<file path="config.mk">
export PLATFORM = sky130hd
export DESIGN_NAME = tt_mux_ctrl_seq
export DESIGN_NICKNAME = d
export VERILOG_FILES = /design/src/rtl/tt_mux_ctrl_seq.sv
export SDC_FILE = /design/constraint.sdc
export NUM_CORES = 1
export LEC_CHECK = 0
export BUFFER_PORTS_ARGS = -buffer_cell sky130_fd_sc_hd__buf_4
export CELL_PAD_IN_SITES_DETAIL_PLACEMENT = 1
export CELL_PAD_IN_SITES_GLOBAL_PLACEMENT = 1
export CORE_MARGIN = 5
export CORE_UTILIZATION = 40
export DETAILED_ROUTE_END_ITERATION = 12
export PLACE_DENSITY_LB_ADDON = 0.2
export SYNTH_ARGS = -nofsm -noshare
export SYNTH_HDL_FRONTEND = slang
export SYNTH_SLANG_ARGS = --single-unit
</file>
<file path="constraint.sdc">
create_clock -name clk -period 2.37 [get_ports clk]
set_clock_uncertainty 0.15 [all_clocks]
set_input_delay 0.474 -clock clk [delete_from_list [all_inputs] [get_ports clk]]
set_output_delay 0.474 -clock clk [all_outputs]
set_load 0.05 [all_outputs]
</file>
<file path="src/rtl/tt_mux_ctrl_seq.sv">
// Tile-mux control sequencer: resets the selection chain,
// pulses increment address times, then applies enable.
module tt_mux_ctrl_seq #(
  parameter int ADDR_W  = 10,
  parameter int PULSE_W = 2
) (
  input  logic              clk,
  input  logic              reset_n,
  input  logic              req_valid,
  input  logic [ADDR_W-1:0] req_addr,
  input  logic              req_ena,
  output logic              req_ready,
  output logic              busy,
  output logic              done,
  output logic [ADDR_W-1:0] cur_addr,
  output logic              ctrl_sel_rst_n,
  output logic              ctrl_sel_inc,
  output logic              ctrl_ena
);

  localparam int HW = (PULSE_W > 1) ? $clog2(PULSE_W) : 1;
  localparam logic [HW-1:0] HLAST = HW'(PULSE_W - 1);

  typedef enum logic [2:0] {
    IDLE,
    RST_LO,
    RST_HI,
    INC_HI,
    INC_LO,
    ACTIVE
  } state_t;

  state_t            state, state_d;
  logic [HW-1:0]     hcnt, hcnt_d;
  logic [ADDR_W-1:0] icnt, icnt_d;
  logic [ADDR_W-1:0] lat_addr, lat_addr_d;
  logic              lat_ena, lat_ena_d;
  logic              ready_d, busy_d, done_d;
  logic [ADDR_W-1:0] cur_d;
  logic              sel_rst_d, inc_d, ena_d;
  logic              hlast;
  logic              fin;

  assign hlast = (hcnt == HLAST);

  // State, counters and all registered outputs.
  always_ff @(posedge clk or negedge reset_n) begin
    if (!reset_n) begin
      state          <= IDLE;
      hcnt           <= '0;
      icnt           <= '0;
      lat_addr       <= '0;
      lat_ena        <= 1'b0;
      req_ready      <= 1'b1;
      busy           <= 1'b0;
      done           <= 1'b0;
      cur_addr       <= '0;
      ctrl_sel_rst_n <= 1'b0;
      ctrl_sel_inc   <= 1'b0;
      ctrl_ena       <= 1'b0;
    end else begin
      state          <= state_d;
      hcnt           <= hcnt_d;
      icnt           <= icnt_d;
      lat_addr       <= lat_addr_d;
      lat_ena        <= lat_ena_d;
      req_ready      <= ready_d;
      busy           <= busy_d;
      done           <= done_d;
      cur_addr       <= cur_d;
      ctrl_sel_rst_n <= sel_rst_d;
      ctrl_sel_inc   <= inc_d;
      ctrl_ena       <= ena_d;
    end
  end

  // Next state and next output values; the finish step
  // is folded into the edge that leaves RST_HI/INC_LO.
  always_comb begin
    state_d    = state;
    hcnt_d     = hcnt;
    icnt_d     = icnt;
    lat_addr_d = lat_addr;
    lat_ena_d  = lat_ena;
    ready_d    = req_ready;
    busy_d     = busy;
    done_d     = 1'b0;
    cur_d      = cur_addr;
    sel_rst_d  = ctrl_sel_rst_n;
    inc_d      = ctrl_sel_inc;
    ena_d      = ctrl_ena;
    fin        = 1'b0;

    unique case (state)
      IDLE, ACTIVE: begin
        if (state == IDLE) begin
          sel_rst_d = 1'b1;
          inc_d     = 1'b0;
          ena_d     = 1'b0;
        end
        if (req_valid) begin
          state_d    = RST_LO;
          hcnt_d     = '0;
          icnt_d     = req_addr;
          lat_addr_d = req_addr;
          lat_ena_d  = req_ena;
          sel_rst_d  = 1'b0;
          inc_d      = 1'b0;
          ena_d      = 1'b0;
          busy_d     = 1'b1;
          ready_d    = 1'b0;
        end
      end
      RST_LO: begin
        if (hlast) begin
          state_d   = RST_HI;
          hcnt_d    = '0;
          sel_rst_d = 1'b1;
        end else begin
          hcnt_d = hcnt + HW'(1);
        end
      end
      RST_HI: begin
        if (hlast) begin
          hcnt_d = '0;
          if (icnt == '0) begin
            fin = 1'b1;
          end else begin
            state_d = INC_HI;
            inc_d   = 1'b1;
          end
        end else begin
          hcnt_d = hcnt + HW'(1);
        end
      end
      INC_HI: begin
        if (hlast) begin
          state_d = INC_LO;
          hcnt_d  = '0;
          inc_d   = 1'b0;
        end else begin
          hcnt_d = hcnt + HW'(1);
        end
      end
      INC_LO: begin
        if (hlast) begin
          hcnt_d = '0;
          icnt_d = icnt - ADDR_W'(1);
          if (icnt == ADDR_W'(1)) begin
            fin = 1'b1;
          end else begin
            state_d = INC_HI;
            inc_d   = 1'b1;
          end
        end else begin
          hcnt_d = hcnt + HW'(1);
        end
      end
      default: begin
        state_d = IDLE;
      end
    endcase

    if (fin) begin
      state_d = ACTIVE;
      ena_d   = lat_ena;
      cur_d   = lat_addr;
      done_d  = 1'b1;
      busy_d  = 1'b0;
      ready_d = 1'b1;
    end
  end

endmodule

</file>
==> flow_summary_export.csv, run 1 <==
group,metric,value,unit
outcome,status,"complete, but fails checks",
outcome,violations,"negative hold slack",
final_layout,antennaDiodeCount,0,
global_routing,grt_max_degree,42,
routing,drt-wirelength-per-cell,16.68,um
timing,rsz0062_at_grt,"no",
clock_network,clock_path_buffers,2,
routing,ant_nets,0,
clock_network,cts_sinks,41,
setup_path,critPathBufInv,1,
yosys,synth_ff_type,"dfrtp_1",
yosys,ys_warn_count,0,
place,numPortBuffers,29,
yosys,async_flop_share,100.0,%
timing,max_clock_freq,474.2,MHz
pwr,p_per_area,1169,nW/um2
setup_path,cp.required,2400,ps
yosys,syn_area_per_cell,10.35,um2
clock_network,cts_setup_buffers,0,
setup_path,cpPeakStageDelay,450,ps
die,die_h,83.54,um
timing,setup_viol,0,
pwr,vdd_drop_max,0.5561,mV
final_layout,fin_area,2581,um2
place,dpl.hpwl,3.641,mm
yosys,synth-edff-count,0,
pwr,internal-power,1.835,mW
timing,fin_crit_sh,88.99,%
setup_path,cp_max_fo,8,
clock_network,tritoncts,"built",
clock_network,cts_root_buf,"clkbuf_8",
pwr,power_frac_seq,38.3,%
final_layout,drive_gt1_share,30.00,%
timing,hold_viol,19,
setup_path,crit_chain,"nor4_2 > nand3_1 > nor3_2 > buf_4 > mux2_4",
global_routing,first_global_vias,1788,
routing,vias_per_cell,5.410,
timing,fin_tns_setup,0,ps
yosys,synth.distinct_cells,51,
timing,tightestPinTransition,681.1,ps
die,ioPinCount,30,
yosys,synth_nets,226,
routing,drt_iter0_markers,102,
setup_path,path_delay_family,"simple AND/OR/NAND/NOR gates",
timing,relSlewSlack,54.59,%
yosys,syn_area,2163,um2
setup_path,crit_path_start_kind,"register",
setup_path,arrival,2140,ps
final_layout,final_nets,256,
global_routing,globalRouteOverflowTotal,0,
die,initial_core_util,41.82,%
clock_network,htreeDepth,2,
final_layout,syn_to_final_growth,19.32,%
die,placementRows,26,
final_layout,mostFrequentLayoutCells,"dfrtp_1 (40), buf_4 (39), nor2_1 (20)",
pwr,switching_share,39.17,%
final_layout,final_common_cell,"dfrtp_1",
clock_network,ctsResizeCount,0,
yosys,synth_cells,209,
clock_network,numCtsBuffers,5,
clock_network,clk_latency,300,ps
routing,drc_errors,0,
setup_path,critPathKind,"register to register",
hold_path,hold_path.class,"input pin to async pin",
place,dp_cells,302,
clock_network,ctsHoldBuffers,0,
place,place_congestion,0.7849,
pwr,power.total,3.017,mW
routing,wirelength,5.171,mm
pwr,p_sw,1.182,mW
setup_path,cp-end-kind,"register",
pwr,p_leak,1.172,nW
global_routing,antenna_found_initial,0,
final_layout,final_cell_count_no_fill,310,
run,drv_cap,0,
global_routing,grt_pass1_wl,9.163,mm
timing,hold_ws,-6.362,ps
yosys,seq_area_frac_synth,47.48,%
routing,drt-pass1-iter-count,6,
die,dieArea,6979,um2
yosys,ys_ff_latch,41,
pwr,clkPwrFrac,19.5,%
global_routing,track_usage,16.13,%
timing,slew_violations,0,
die,die_width,83.54,um
place,placed_cell_area,2465,um2
die,core_region_area,5172,um2
pwr,combPwrFrac,42.3,%
routing,vias,1677,
setup_path,crit_slowest_cell,"dfrtp_1",
timing,finalCriticalPeriod,2109,ps
clock_network,clk_pin_slew,80,ps
[worst paths after layout]
kind / start / endpoint / slack [ps] / depth (start not counted)
max: icnt[5] / cur_addr[5] / 260 / 5
max reg2reg: icnt[5] / cur_addr[5] / 260 / 5
min: reset_n / cur_addr[4] / -6 / 1
min reg2reg: lat_addr[3] / cur_addr[3] / 350 / 1
min in group clk: req_ena / lat_ena / 250 / 2
max in group asynchronous: reset_n / req_ready / 1700 / 1
[registers in the layout, indices dropped and copies added, names as in the netlist]
name,cells
cur_addr,10
done,1
lat_ena,1
lat_addr,10
ctrl_sel_rst_n,1
ctrl_ena,1
state,3
hcnt,1
req_ready,1
ctrl_sel_inc,1
busy,1
icnt,10
[final cells by class]
type,count,area [um2]
flip-flops and latches,41,1027
clock inverters,1,30.03
well taps,70,87.58
inverters,8,30.03
clock buffers,7,86.33
fillers,588,2591
repair buffers,39,292.8
multi-input cells,144,1027
[cells by family (layout without fill, tap and decap cells)]
| logic type | Yosys count | after routing | synth area share [%] |
|---|---|---|---|
| AOI/OAI and AO/OA | 54 | 54 | 16.08 |
| xor gates and xnor gates | 2 | 2 | 0.8099 |
| adders and majority gates | 3 | 3 | 1.735 |
| buffers and inverters | 24 | 55 | 5.031 |
| DFF | 41 | 41 | 47.48 |
| muxes | 25 | 25 | 14.63 |
| and+or+nand+nor | 60 | 60 | 14.23 |
[through the flow]
stage               setup WS [ps]  util, %
floorplan                   100.6        -
global placement            318.8    47.65
detailed placement          253.7    47.65
CTS                         248.5    49.90
global route                112.3    49.90
finish                      261.0    49.90
[per-layer routing]
metal	vias to the layer above	global-route usage, %	part of all wire (%)
met2	24	25.00	48
met1	841	21.92	46
met4	0	5.556	1.4
li1	805	-	-
met3	7	4.146	3.6
met5	-	0	0
[cells in the mapped netlist, types with 6 or more instances]
| master | n | area, um2 |
|---|---|---|
| dfrtp_1 | 40 | 1001 |
| a21oi_1 | 15 | 75.07 |
| inv_1 | 8 | 30.03 |
| mux2_2 | 11 | 123.9 |
| o21ai_0 | 10 | 50.05 |
| nor3_1 | 8 | 40.04 |
| clkbuf_1 | 6 | 22.52 |
| nor2_1 | 20 | 75.07 |
| nand2_1 | 9 | 33.78 |
| mux2_4 | 7 | 105.1 |
[worst register-to-register path, stage by stage (launching register included)]
cell     delay (ps)
dfrtp_1         450
nor4_2          370
nand3_1         210
nor3_2          250
buf_4           240
mux2_4          320
[power by group through the flow]
| stage | Clock, mW | Sequential (mW) | Combinational (mW) |
|---|---|---|---|
| after floorplan | 0 | 1.16 | 0.932 |
| after global placement | 0 | 1.16 | 1.24 |
| after detailed placement | 0 | 1.17 | 1.28 |
| after CTS | 0.603 | 1.15 | 1.29 |
| after global routing | 0.641 | 1.20 | 1.42 |
| final | 0.588 | 1.15 | 1.27 |
(Power assumes the default switching activity.)
==> run 2, diff against run 1 <==
--- a/config.mk
+++ b/config.mk
@@ -6,10 +6,8 @@
 export NUM_CORES = 1
 export LEC_CHECK = 0
 export BUFFER_PORTS_ARGS = -buffer_cell sky130_fd_sc_hd__buf_4
-export CELL_PAD_IN_SITES_DETAIL_PLACEMENT = 1
-export CELL_PAD_IN_SITES_GLOBAL_PLACEMENT = 1
-export CORE_MARGIN = 5
-export CORE_UTILIZATION = 40
+export CORE_MARGIN = 3
+export CORE_UTILIZATION = 51
 export DETAILED_ROUTE_END_ITERATION = 12
 export PLACE_DENSITY_LB_ADDON = 0.2
 export SYNTH_ARGS = -nofsm -noshare
==> flow_summary_export.csv, run 2 (synthesis results as in run 1) <==
group,metric,value,unit
place,numPortBuffers,29,
timing,tightestPinTransition,593.3,ps
global_routing,first_global_vias,1604,
die,core_region_area,4058,um2
die,ioPinCount,30,
run,drv_cap,0,
global_routing,globalRouteOverflowTotal,0,
final_layout,seq_area,1027,um2
routing,drt-wirelength-per-cell,14.49,um
routing,drc_errors,0,
hold_path,hold_path.class,"input pin to async pin",
timing,hold_viol,12,
die,die_width,71.13,um
clock_network,cts_setup_buffers,0,
pwr,p_per_area,1156,nW/um2
place,dp_cells,283,
clock_network,clk_latency,290,ps
setup_path,crit_path_start_kind,"register",
clock_network,htreeDepth,2,
setup_path,critPathKind,"register to register",
clock_network,cts_root_buf,"clkbuf_8",
setup_path,cp.required,2400,ps
timing,setup_viol,0,
timing,hold_ws,-6.432,ps
clock_network,clk_pin_slew,70,ps
clock_network,cts_sinks,41,
routing,vias_per_cell,5.660,
routing,ant_nets,0,
clock_network,tritoncts,"built",
outcome,status,"complete, but fails checks",
routing,vias,1647,
outcome,violations,"negative hold slack",
die,initial_core_util,53.31,%
final_layout,fillCellCount,340,
final_layout,drive_gt1_share,30.29,%
timing,max_clock_freq,474.0,MHz
global_routing,track_usage,18.78,%
setup_path,cp_max_fo,10,
pwr,p_leak,1.177,nW
final_layout,final_nets,257,
routing,drt_iter0_markers,117,
global_routing,antenna_found_initial,0,
die,placementRows,23,
final_layout,top_regs,"cur_addr (10), icnt (10), lat_addr (10)",
timing,slew_violations,0,
final_layout,final_cell_count_no_fill,291,
timing,timing.final.ws_setup,260.2,ps
global_routing,grt_max_degree,42,
timing,rsz0062_at_grt,"no",
final_layout,syn_to_final_growth,18.51,%
place,place_congestion,0.7944,
routing,wirelength,4.216,mm
clock_network,ctsResizeCount,0,
global_routing,grt_pass1_wl,7.569,mm
pwr,vdd_drop_max,0.6782,mV
timing,finalCriticalPeriod,2110,ps
clock_network,ctsHoldBuffers,0,
setup_path,rr_worst_depth,5,
setup_path,cp-end-kind,"register",
final_layout,multi_input_area,1027,um2
routing,drt-pass1-iter-count,4,
clock_network,numCtsBuffers,5,
timing,fin_tns_setup,0,ps
setup_path,arrival,2140,ps
final_layout,antennaDiodeCount,0,
die,dieArea,5059,um2
timing,relSlewSlack,60.45,%
final_layout,mostFrequentLayoutCells,"dfrtp_1 (40), buf_4 (40), nor2_1 (20)",
die,die_h,71.13,um
place,place_ws,232.7,ps
place,dpl.hpwl,2.970,mm
clock_network,clock_path_buffers,2,
timing,fin_crit_sh,89.02,%
## run 2: cell types whose count changed in the layout (fill, tap and decap cells not counted)
| cell | previous run | this run |
|---|---|---|
| buf_4 | 39 | 40 |
## run 2: worst paths after layout
check | slack, ps | start | to
max in group asynchronous | 1720 | reset_n | req_ready
worst max-delay path | 260 | icnt[5] | cur_addr[3]
worst max register to register | 260 | icnt[5] | cur_addr[3]
worst min-delay path | -6 | reset_n | cur_addr[2]
min in group clk | 260 | req_ena | lat_ena
worst min register to register | 340 | cur_addr[4] | cur_addr[4]
## run 2: power breakdown
| group | leakage [nW] | total [mW] | switching (mW) | internal [mW] |
|---|---|---|---|---|
| registers | 0.508 | 1.13 | 0.194 | 0.937 |
| clock network | 0.0585 | 0.577 | 0.234 | 0.343 |
| logic | 0.611 | 1.25 | 0.691 | 0.564 |
## run 2: per-layer routing
| layer | GRT usage, % | wire, um | vias to the layer above | share of wire, % |
|---|---|---|---|---|
| met3 | 5.256 | 222 | 4 | 5.3 |
| met5 | 0 | 0 | - | 0 |
| met4 | 5.219 | 37 | 0 | 0.88 |
| li1 | - | - | 809 | - |
| met1 | 25.55 | 1904 | 796 | 45 |
| met2 | 29.56 | 2051 | 38 | 49 |
## run 2: stage by stage
step	total power [mW]	instance area [um2]	util [%]
after CTS	2.991	2564	63.18
after floorplan	2.094	2163	-
after global routing	3.208	2564	63.18
after detailed placement	2.407	2447	60.31
after global placement	2.382	2447	60.31
final	2.963	2564	63.18
## run 2: layout make-up
cell class                      count  share of cell area (%)
Sequential cell                    41                   40.07
Multi-Input combinational cell    144                   40.07
Timing Repair Buffer               40                   11.71
Clock buffer                        7                   3.367
Tap cell                           50                   2.440
Clock inverter                      1                   1.171
Inverter                            8                   1.171
## run 2: worst max-delay path, stage by stage (launching register included)
cell and delay (ps):
dfrtp_1 450, nor4_2 370, nand3_1 200, nor3_2 230
buf_4 240, mux2_1 340
==> run 3, diff against run 2 <==
--- a/config.mk
+++ b/config.mk
@@ -6,8 +6,9 @@
 export NUM_CORES = 1
 export LEC_CHECK = 0
 export BUFFER_PORTS_ARGS = -buffer_cell sky130_fd_sc_hd__buf_4
+export CORE_ASPECT_RATIO = 0.7
 export CORE_MARGIN = 3
-export CORE_UTILIZATION = 51
+export CORE_UTILIZATION = 40
 export DETAILED_ROUTE_END_ITERATION = 12
 export PLACE_DENSITY_LB_ADDON = 0.2
 export SYNTH_ARGS = -nofsm -noshare
==> constraint.sdc (replaced) <==
create_clock -name clk -period 2.4 [get_ports clk]
set_clock_uncertainty 0.15 [all_clocks]
set_input_delay 0.48 -clock clk [delete_from_list [all_inputs] [get_ports clk]]
set_output_delay 0.48 -clock clk [all_outputs]
set_load 0.05 [all_outputs]
==> flow_summary_export.csv, run 3 (synthesis results as in run 1) <==
group,metric,value,unit
place,place_congestion,0.8306,
global_routing,first_global_vias,1630,
global_routing,globalRouteOverflowTotal,0,
pwr,clkPwrFrac,19.6,%
final_layout,final_nets,256,
routing,ant_nets,0,
timing,hold_viol,0,
global_routing,grt_pass1_wl,8.266,mm
timing,hold_ws,3.574,ps
pwr,power.total,2.960,mW
timing,max_clock_freq,465.0,MHz
die,dieArea,6341,um2
clock_network,cts_sinks,41,
global_routing,antenna_found_initial,0,
final_layout,final_cell_count_no_fill,309,
timing,fin_crit_sh,89.60,%
pwr,internal-power,1.822,mW
clock_network,cts_root_buf,"clkbuf_8",
setup_path,cp_max_fo,13,
die,core_region_area,4992,um2
die,die_width,93.90,um
die,initial_core_util,43.33,%
pwr,power_frac_seq,37.6,%
timing,relSlewSlack,59.77,%
routing,vias,1670,
final_layout,mostFrequentLayoutCells,"dfrtp_1 (40), buf_4 (38), nor2_1 (20)",
pwr,vdd_drop_max,0.4860,mV
setup_path,crit_path_start_kind,"register",
timing,slew_violations,0,
routing,drt-wirelength-per-cell,15.35,um
timing,rsz0062_at_grt,"no",
die,placementRows,21,
outcome,status,"complete, no violations",
routing,vias_per_cell,5.405,
pwr,p_per_area,1140,nW/um2
final_layout,syn_to_final_growth,20.01,%
timing,fin_tns_setup,0,ps
die,die_h,67.53,um
pwr,p_leak,1.173,nW
place,dpl.hpwl,3.341,mm
global_routing,grt_max_degree,42,
routing,drc_errors,0,
setup_path,crit_slowest_cell,"dfrtp_1",
final_layout,drive_gt1_share,30.42,%
pwr,p_sw,1.138,mW
clock_network,htreeDepth,2,
setup_path,crit_chain,"nor4_2 > nand3_1 > nor3_2 > buf_12 > mux2_1",
setup_path,cp-end-kind,"register",
timing,tightestPinTransition,603.5,ps
clock_network,clk_latency,290,ps
place,numPortBuffers,29,
global_routing,track_usage,16.86,%
clock_network,numCtsBuffers,5,
routing,drt-pass1-iter-count,4,
clock_network,ctsHoldBuffers,0,
clock_network,ctsResizeCount,0,
run,drv_cap,0,
setup_path,cpPeakStageDelay,470,ps
clock_network,clk_pin_slew,80,ps
clock_network,cts_setup_buffers,0,
setup_path,arrival,2180,ps
clock_network,tritoncts,"built",
final_layout,final_common_cell,"dfrtp_1",
hold_path,hold_path.class,"input pin to async pin",
timing,finalCriticalPeriod,2150,ps
clock_network,clock_path_buffers,2,
final_layout,antennaDiodeCount,0,
die,ioPinCount,30,
pwr,combPwrFrac,42.8,%
routing,drt_iter0_markers,147,
setup_path,cp.required,2430,ps
final_layout,top_regs,"cur_addr (10), icnt (10), lat_addr (10)",
setup_path,critPathKind,"register to register",
routing,wirelength,4.743,mm
timing,setup_viol,0,
place,dp_cells,301,
pwr,switching_share,38.44,%
## run 3: worst max-delay path: cells and delay by family, from the launching register on
family	cells	cell delay, ps
multiplexers	1	320
AND/OR/NAND/NOR	3	890
buffers and inverters	1	200
flip-flops	1	470
## run 3: area by class of cell
cell class | count | area (um2)
Sequential cell | 41 | 1027
Tap cell | 69 | 86.33
Clock buffer | 6 | 82.58
Fill cell | 472 | 2396
Timing Repair Buffer | 39 | 305.3
Clock inverter | 2 | 37.54
Multi-Input combinational cell | 144 | 1027
Inverter | 8 | 30.03
## run 3: routing by layer
layer | GRT usage, % | routed length [um] | vias up | share of wire, %
li1 | - | - | 806 | -
met1 | 25.10 | 2379 | 820 | 50
met2 | 24.14 | 2062 | 42 | 43
met3 | 3.898 | 270 | 2 | 5.7
met4 | 5.405 | 30 | 0 | 0.63
met5 | 0 | 0 | - | 0
## run 3: through the flow
| step | util [%] | area, um2 | setup slack (ps) |
|---|---|---|---|
| floorplan | - | 2163 | 130.6 |
| global placement | 49.60 | 2476 | 314.9 |
| detailed placement | 49.60 | 2476 | 228.6 |
| CTS | 52.01 | 2596 | 224.3 |
| global route | 52.01 | 2596 | 91.81 |
| finish | 52.01 | 2596 | 249.6 |
## run 3: final timing paths
path	end	slack, ps	cells past startpoint	start
min reg2reg	lat_addr[0]	340	2	lat_addr[0]
min in group clk	lat_ena	270	2	req_ena
max	cur_addr[2]	250	5	icnt[5]
min	cur_addr[6]	4	1	reset_n
max in group asynchronous	req_ready	1720	1	reset_n
max reg2reg	cur_addr[2]	250	5	icnt[5]
## run 3: power by group through the flow
stage	clock, mW	sequential (mW)	combinational (mW)
floorplan	0	1.15	0.921
global placement	0	1.12	1.25
detailed placement	0	1.13	1.27
CTS	0.599	1.11	1.27
global route	0.637	1.15	1.42
finish	0.579	1.11	1.27
